**src/rtl/axi_addr_remap_pkg.sv**
```systemverilog
// Shared types and defaults for the AXI address remapper.
// The rule_t template below is sized for the default 64-bit address widths.
package axi_addr_remap_pkg;

    localparam int unsigned DefaultNoRules   = 4;
    localparam int unsigned DefaultAddrWidth = 64;

    typedef struct packed {
        logic                        valid;
        logic [DefaultAddrWidth-1:0] base;
        logic [DefaultAddrWidth-1:0] mask;
        logic [DefaultAddrWidth-1:0] offset;
    } rule_t;

    localparam logic [0:0] StIdle = 1'b0;
    localparam logic [0:0] StHold = 1'b1;

endpackage

```
**src/rtl/axi_addr_remap_lookup.sv**
```systemverilog
// Combinational rule match, lowest-index priority and address translation.
module axi_addr_remap_lookup
    import axi_addr_remap_pkg::*;
#(
    parameter int unsigned NoRules      = DefaultNoRules,
    parameter int unsigned SlvAddrWidth = 64,
    parameter int unsigned MstAddrWidth = SlvAddrWidth,
    parameter type         rule_t       = axi_addr_remap_pkg::rule_t
) (
    input  logic [SlvAddrWidth-1:0] addr_i,
    input  rule_t [NoRules-1:0]     rules_i,
    output logic [MstAddrWidth-1:0] addr_o,
    output logic                    miss_o
);

    // NOTE: every output gets a default first so no path through the block infers a latch.
    always_comb begin
        addr_o = MstAddrWidth'(addr_i);
        miss_o = 1'b1;
        // Walk from the highest index down so the lowest matching rule is the last to assign.
        for (int i = int'(NoRules) - 1; i >= 0; i--) begin
            if (rules_i[i].valid && ((addr_i & rules_i[i].mask) == rules_i[i].base)) begin
                addr_o = rules_i[i].offset | MstAddrWidth'(addr_i & ~rules_i[i].mask);
                miss_o = 1'b0;
            end
        end
    end

endmodule

```
**src/rtl/axi_addr_remap.sv**
```systemverilog
// AXI AW/AR address remapper: rule table plus a per-channel IDLE/HOLD stability FSM.
// Define AXI_ADDR_REMAP_MISS_CNT_EN to add saturating per-channel miss counters.
module axi_addr_remap
    import axi_addr_remap_pkg::*;
#(
    parameter int unsigned NoRules      = DefaultNoRules,
    parameter int unsigned SlvAddrWidth = 64,
    parameter int unsigned MstAddrWidth = SlvAddrWidth,
    parameter type         rule_t       = axi_addr_remap_pkg::rule_t
) (
    input  logic                                            clk_i,
    input  logic                                            rst_i,
    input  logic                                            cfg_we_i,
    input  logic [(NoRules > 1 ? $clog2(NoRules) : 1)-1:0]  cfg_idx_i,
    input  rule_t                                           cfg_rule_i,
    input  logic [SlvAddrWidth-1:0]                         aw_addr_i,
    input  logic                                            aw_valid_i,
    input  logic                                            aw_ready_i,
    input  logic [SlvAddrWidth-1:0]                         ar_addr_i,
    input  logic                                            ar_valid_i,
    input  logic                                            ar_ready_i,
    output logic [MstAddrWidth-1:0]                         mst_aw_addr_o,
    output logic [MstAddrWidth-1:0]                         mst_ar_addr_o,
    output logic                                            aw_miss_o,
`ifdef AXI_ADDR_REMAP_MISS_CNT_EN
    output logic [31:0]                                     aw_miss_cnt_o,
    output logic [31:0]                                     ar_miss_cnt_o,
`endif
    output logic                                            ar_miss_o
);

    rule_t [NoRules-1:0] table_q, table_d;

    always_comb begin
        table_d = table_q;
        if (cfg_we_i && (32'(cfg_idx_i) < NoRules)) begin
            table_d[cfg_idx_i] = cfg_rule_i;
        end
    end

    // NOTE: sequential state is written with <= only, so every flop samples pre-edge values.
    always_ff @(posedge clk_i) begin
        // NOTE: the table is a small flop array, so it is cleared on reset to start with every rule invalid.
        if (rst_i) begin
            table_q <= '0;
        end else begin
            table_q <= table_d;
        end
    end

    // Channel 0 is AW, channel 1 is AR.
    logic [SlvAddrWidth-1:0] slv_addr [2];
    logic [MstAddrWidth-1:0] mst_addr [2];
    logic [1:0]              chan_valid, chan_ready, chan_miss;

    assign slv_addr[0] = aw_addr_i;
    assign slv_addr[1] = ar_addr_i;
    assign chan_valid  = {ar_valid_i, aw_valid_i};
    assign chan_ready  = {ar_ready_i, aw_ready_i};

    for (genvar ch = 0; ch < 2; ch++) begin : g_chan
        logic [MstAddrWidth-1:0] lut_addr, hold_addr_q, hold_addr_d, out_addr;
        logic                    lut_miss, hold_miss_q, hold_miss_d, out_miss;
        logic [0:0]              state_q, state_d;

        axi_addr_remap_lookup #(
            .NoRules      (NoRules),
            .SlvAddrWidth (SlvAddrWidth),
            .MstAddrWidth (MstAddrWidth),
            .rule_t       (rule_t)
        ) i_lookup (
            .addr_i  (slv_addr[ch]),
            .rules_i (table_q),
            .addr_o  (lut_addr),
            .miss_o  (lut_miss)
        );

        always_comb begin
            state_d     = state_q;
            hold_addr_d = hold_addr_q;
            hold_miss_d = hold_miss_q;
            case (state_q)
                StIdle: begin
                    if (chan_valid[ch] && !chan_ready[ch]) begin
                        state_d     = StHold;
                        hold_addr_d = lut_addr;
                        hold_miss_d = lut_miss;
                    end
                end
                default: begin
                    // A dropped valid is a protocol violation; just release the hold.
                    if (!chan_valid[ch] || chan_ready[ch]) begin
                        state_d = StIdle;
                    end
                end
            endcase
        end

        always_ff @(posedge clk_i) begin
            if (rst_i) begin
                state_q     <= StIdle;
                hold_addr_q <= '0;
                hold_miss_q <= 1'b0;
            end else begin
                state_q     <= state_d;
                hold_addr_q <= hold_addr_d;
                hold_miss_q <= hold_miss_d;
            end
        end

        // While reset is high the table reads as empty, so present a plain passthrough miss.
        always_comb begin
            if (rst_i) begin
                out_addr = MstAddrWidth'(slv_addr[ch]);
                out_miss = 1'b1;
            end else if (state_q == StHold) begin
                out_addr = hold_addr_q;
                out_miss = hold_miss_q;
            end else begin
                out_addr = lut_addr;
                out_miss = lut_miss;
            end
        end

        assign mst_addr[ch]  = out_addr;
        assign chan_miss[ch] = out_miss;

`ifdef AXI_ADDR_REMAP_MISS_CNT_EN
        logic [31:0] cnt_q, cnt_d;

        always_comb begin
            cnt_d = cnt_q;
            if (chan_valid[ch] && chan_ready[ch] && out_miss && (cnt_q != 32'hFFFF_FFFF)) begin
                cnt_d = cnt_q + 32'd1;
            end
        end

        always_ff @(posedge clk_i) begin
            if (rst_i) begin
                cnt_q <= '0;
            end else begin
                cnt_q <= cnt_d;
            end
        end
`endif
    end

    assign mst_aw_addr_o = mst_addr[0];
    assign mst_ar_addr_o = mst_addr[1];
    assign aw_miss_o     = chan_miss[0];
    assign ar_miss_o     = chan_miss[1];

`ifdef AXI_ADDR_REMAP_MISS_CNT_EN
    assign aw_miss_cnt_o = g_chan[0].cnt_q;
    assign ar_miss_cnt_o = g_chan[1].cnt_q;
`endif

endmodule

```
**config.mk**
```make
export PLATFORM = sky130hd
export DESIGN_NAME = axi_addr_remap
export DESIGN_NICKNAME = d
export VERILOG_FILES = /design/src/rtl/axi_addr_remap_pkg.sv /design/src/rtl/axi_addr_remap_lookup.sv /design/src/rtl/axi_addr_remap.sv
export SDC_FILE = /design/constraint.sdc
export NUM_CORES = 2
export LEC_CHECK = 0
export ABC_CLOCK_PERIOD_IN_PS = 3900
export CAP_MARGIN = 5
export CORE_UTILIZATION = 40
export DETAILED_ROUTE_END_ITERATION = 8
export SLEW_MARGIN = 20
export SYNTH_ARGS = -nofsm -noshare
export SYNTH_HDL_FRONTEND = slang
export SYNTH_SLANG_ARGS = --single-unit
```
**constraint.sdc**
```tcl
create_clock -name clk_i -period 3.9 [get_ports clk_i]
set_input_delay 0.39 -clock clk_i [delete_from_list [all_inputs] [get_ports clk_i]]
set_output_delay 0.39 -clock clk_i [all_outputs]
set_load 0.02 [all_outputs]
```
==> results.md <==
- Final Slew Violations: 0
- Clk_skew: 0.0322 ns
- Worst IR Drop VDD: 0.391 mV
- Chip width: 357 um
- DR DRC count: 0
- CTS sink cnt: 904
- CP Max Fanout: 7
- Via density: 6.40
- Min-delay src: rst_i
- Count leader, synth: nand2_1
- Failing checks: negative setup slack
- I/O pin total: 460
- Die footprint: 0.127 mm2
- Core area: 0.124 mm2
- F_max: 0.212 GHz
- DRT antenna net count: 0
- PD cells: 358 mW/mm2
- Num rows: 129
- H-tree Lvls: 3
- RSZ-0062 raised after global routing: yes
- Yosys warns: 0
- Top cell type's share of synthesized area: 35.9%
- Pin count of the biggest net entering global routing: 87
- Tmin final: 4.72 ns
- Clock latency on the worst-skew pair: 0.76 ns
- Root buf cell: clkbuf_16
- Lkg Pwr: 29.9 nW
- R2R setup slack: -0.77 ns
- Buffer and inverter count on the worst path: 6
- Post-synth top cells: nand2_1 (1972), a21oi_1 (1239), dfxtp_1 (904), clkbuf_1 (523), inv_1 (330)
- Layout cells sized above 1: 26.2%
- Post-DR wirelength/cell: 34.1 um
- Vias in the first global route: 59000
- Internal power: 18.4 mW
- Cell taking the most area after synthesis: dfxtp_1
- Register area share after synthesis: 35.9%
- Syn Nets: 7329
- Max cap viols: 0
- Final worst-path cycle share: 121%
- Placed Cells: 9748
- Hpwl dp: 250000 um
- Worst setup margin: -0.820 ns
- Sequential share of power: 36.7%
- Initial cell density of the core: 40.5%
- Count of cell types in the netlist: 64
- Post-synth EDFFs: 0
- Async S/R FF share, synth: 0%
- Worst-case reg-to-reg path depth: 25
- Drt pass-1 iters: 8
- Total number of vias: 65200
- CP max stage cell: or4_4
- Clock power frac: 40.6%
- Avg Inst Size Synth: 7.20 um2
- Min-delay worst type: in -> reg
- Worst EP arrival: 4.33 ns
- Overall die height: 357 um
- Pre-CTS setup slack: -1.44 ns
- Slew @ Worst Pin: 0.995 ns
- Worst R2R End: g_chan[0].hold_addr_q[41]
- First-pass GRT wire length: 465000 um
- Worst R2R Start: table_q[364]
- Layout Cells excl Fill: 10200
- Mapped Cells: 6999
- Max stage delay on crit path: 0.55 ns
- Hold path cells: 2
- Setup_tns: -86.66 ns
- GRT overflow: 0
- Worst-path cell chain: nand2_2 -> o22ai_1 -> or4_1 -> or4_4 -> nor4_4 -> buf_4 -> nand2b_4 -> buf_6 -> buf_12 -> buf_6 -> buf_12 -> a211oi_2 -> a221oi_2 -> a221oi_2 -> buf_4
- CP Data Required Time: 3.51 ns
- Fin nets: 8783
- Worst Hold Endpoint: table_q[11]
- Total routed wirelength: 348000 um
- Final number of setup-violating endpoints: 135
- Iteration-0 DRC Markers: 10400
- Sw power: 8.52 mW
- All-Layer GR Usage: 52.0%
- Most used flip-flop cell after synthesis: dfxtp_1
- Net Sw Frac: 31.6%
- CTS max path bufs: 3
- Clock Pin Slew Worst Setup and Hold Paths: 0.06 ns
- Final Wtd Congestion: 1.14
- Antenna violations before repair: 25
- Status: finished with violations
- Fin. Hold Viols: 0
- CP Capture Type: output port
- Relative slew slack: 33.7%
- Logic pwr share: 22.7%
- Layout area overhead: 49.7%
- Area contributors post-synth: dfxtp_1 (36%), nand2_1 (15%), a21oi_1 (12%)
- Family with the most delay on the worst path: simple AND/OR/NAND/NOR gates
- CTS tree: done
- Synth Cell Area: 0.0504 mm2
- PortBufs: 459
- Setup CP Type: reg -> out
- Cts hold-fix bufs: 0
- Num CTS Buffers: 107
- #FFs+latches synth: 904
- Startpoint type of the worst setup path: flop
- Post-layout power: 27.0 mW
## kinds of logic (layout without fill, tap and decap cells)
| family | Yosys count | in the layout | share of synthesized area (%) |
|---|---|---|---|
| other | 0 | 12 | 0 |
| AOI/OAI and AO/OA | 2377 | 2377 | 30.6 |
| muxes | 1 | 1 | 0.0199 |
| xor gates and xnor gates | 238 | 238 | 4.14 |
| DFF | 904 | 904 | 35.9 |
| and+or+nand+nor | 2550 | 2550 | 22.1 |
| buffers and inverters | 929 | 2465 | 7.13 |
## worst max-delay path by stage
stage	startpoint	endpoint	slack, ns	cells after the start
2_1_floorplan	aw_addr_i[63]	mst_aw_addr_o[33]	0.17	13
3_3_place_gp	aw_addr_i[4]	mst_aw_addr_o[26]	-1.38	14
3_5_place_dp	aw_addr_i[4]	mst_aw_addr_o[32]	-1.44	14
4_1_cts	table_q[117]	mst_aw_addr_o[33]	-0.87	16
5_1_grt	table_q[117]	mst_aw_addr_o[34]	-0.80	15
6_report	table_q[64]	mst_aw_addr_o[34]	-0.82	15
## per-layer routing
metal	wire length, um	vias up	track usage [%]
li1	-	27400	-
met2	140000	5146	74.8
met3	48000	1293	15.3
met1	128000	31300	66.3
met5	221	-	0
met4	31100	14	36.4
## power by group through the flow
stage	logic, mW	registers, mW	clock network [mW]
floorplan	2.19	9.98	0
global placement	5.35	10.0	0
detailed placement	5.37	10.1	0
CTS	5.67	9.86	10.9
global route	6.20	9.91	11.3
finish	6.12	9.88	10.9
## cells in the final DEF, fill, tap and decap left out, types with 20 or more instances in the layout
cell	synthesis	layout
xor2_1	183	181
and3b_1	50	46
nor2_1	37	27
nor3b_1	65	64
clkbuf_1	523	20
a31oi_1	64	63
buf_4	8	1255
o211ai_1	65	65
clkbuf_8	0	29
nand3b_1	22	22
dfxtp_2	0	35
xnor2_1	55	52
buf_12	0	144
a221oi_4	0	79
nor4_1	38	24
a21boi_0	59	50
and3_1	70	62
a21o_1	223	222
a22oi_1	24	23
o21ai_0	28	27
a221oi_1	214	48
o22a_1	40	38
a211oi_1	116	42
a211oi_2	0	67
nand2_1	1972	1961
clkdlybuf4s50_1	0	322
clkbuf_16	0	115
a22o_1	134	133
buf_8	0	29
o21ai_1	39	38
a21oi_1	1239	1221
nor2b_1	70	70
a221oi_2	47	134
buf_6	5	158
dfxtp_1	904	861
inv_1	330	329
nand3_1	48	44
nand4_1	142	142
## flip-flops by register name (all words and copies together), names as in the netlist
signal / count
g_chan.state_q: 2
g_chan.hold_miss_q: 2
g_chan.hold_addr_q: 128
table_q: 772
## timing repair
action	in CTS	in global routing
resized for setup	880	323
cloned	18	7
pin swaps	125	182
setup buffers	162	85
setup endpoints to repair	139	136
## final cells by class
class	count	area, um2
Tap cell	1637	2050
Sequential cell	904	18200
Multi-Input combinational cell	5166	31700
Timing Repair Buffer	1944	18500
Clock buffer	158	3200
Inverter	330	1240
Fill cell	11200	48900
Clock inverter	33	513
Antenna cell	12	30.0
## metrics by stage
stage	cell area [um2]	hold slack, ns	util, %
6_report	75400	0.173	60.7
2_1_floorplan	50400	0.426	-
3_5_place_dp	65400	0.445	52.6
4_1_cts	73400	0.152	59.1
3_3_place_gp	65400	0.435	52.6
5_1_grt	75400	0.178	60.6
Power figures use the tool's default switching activity.
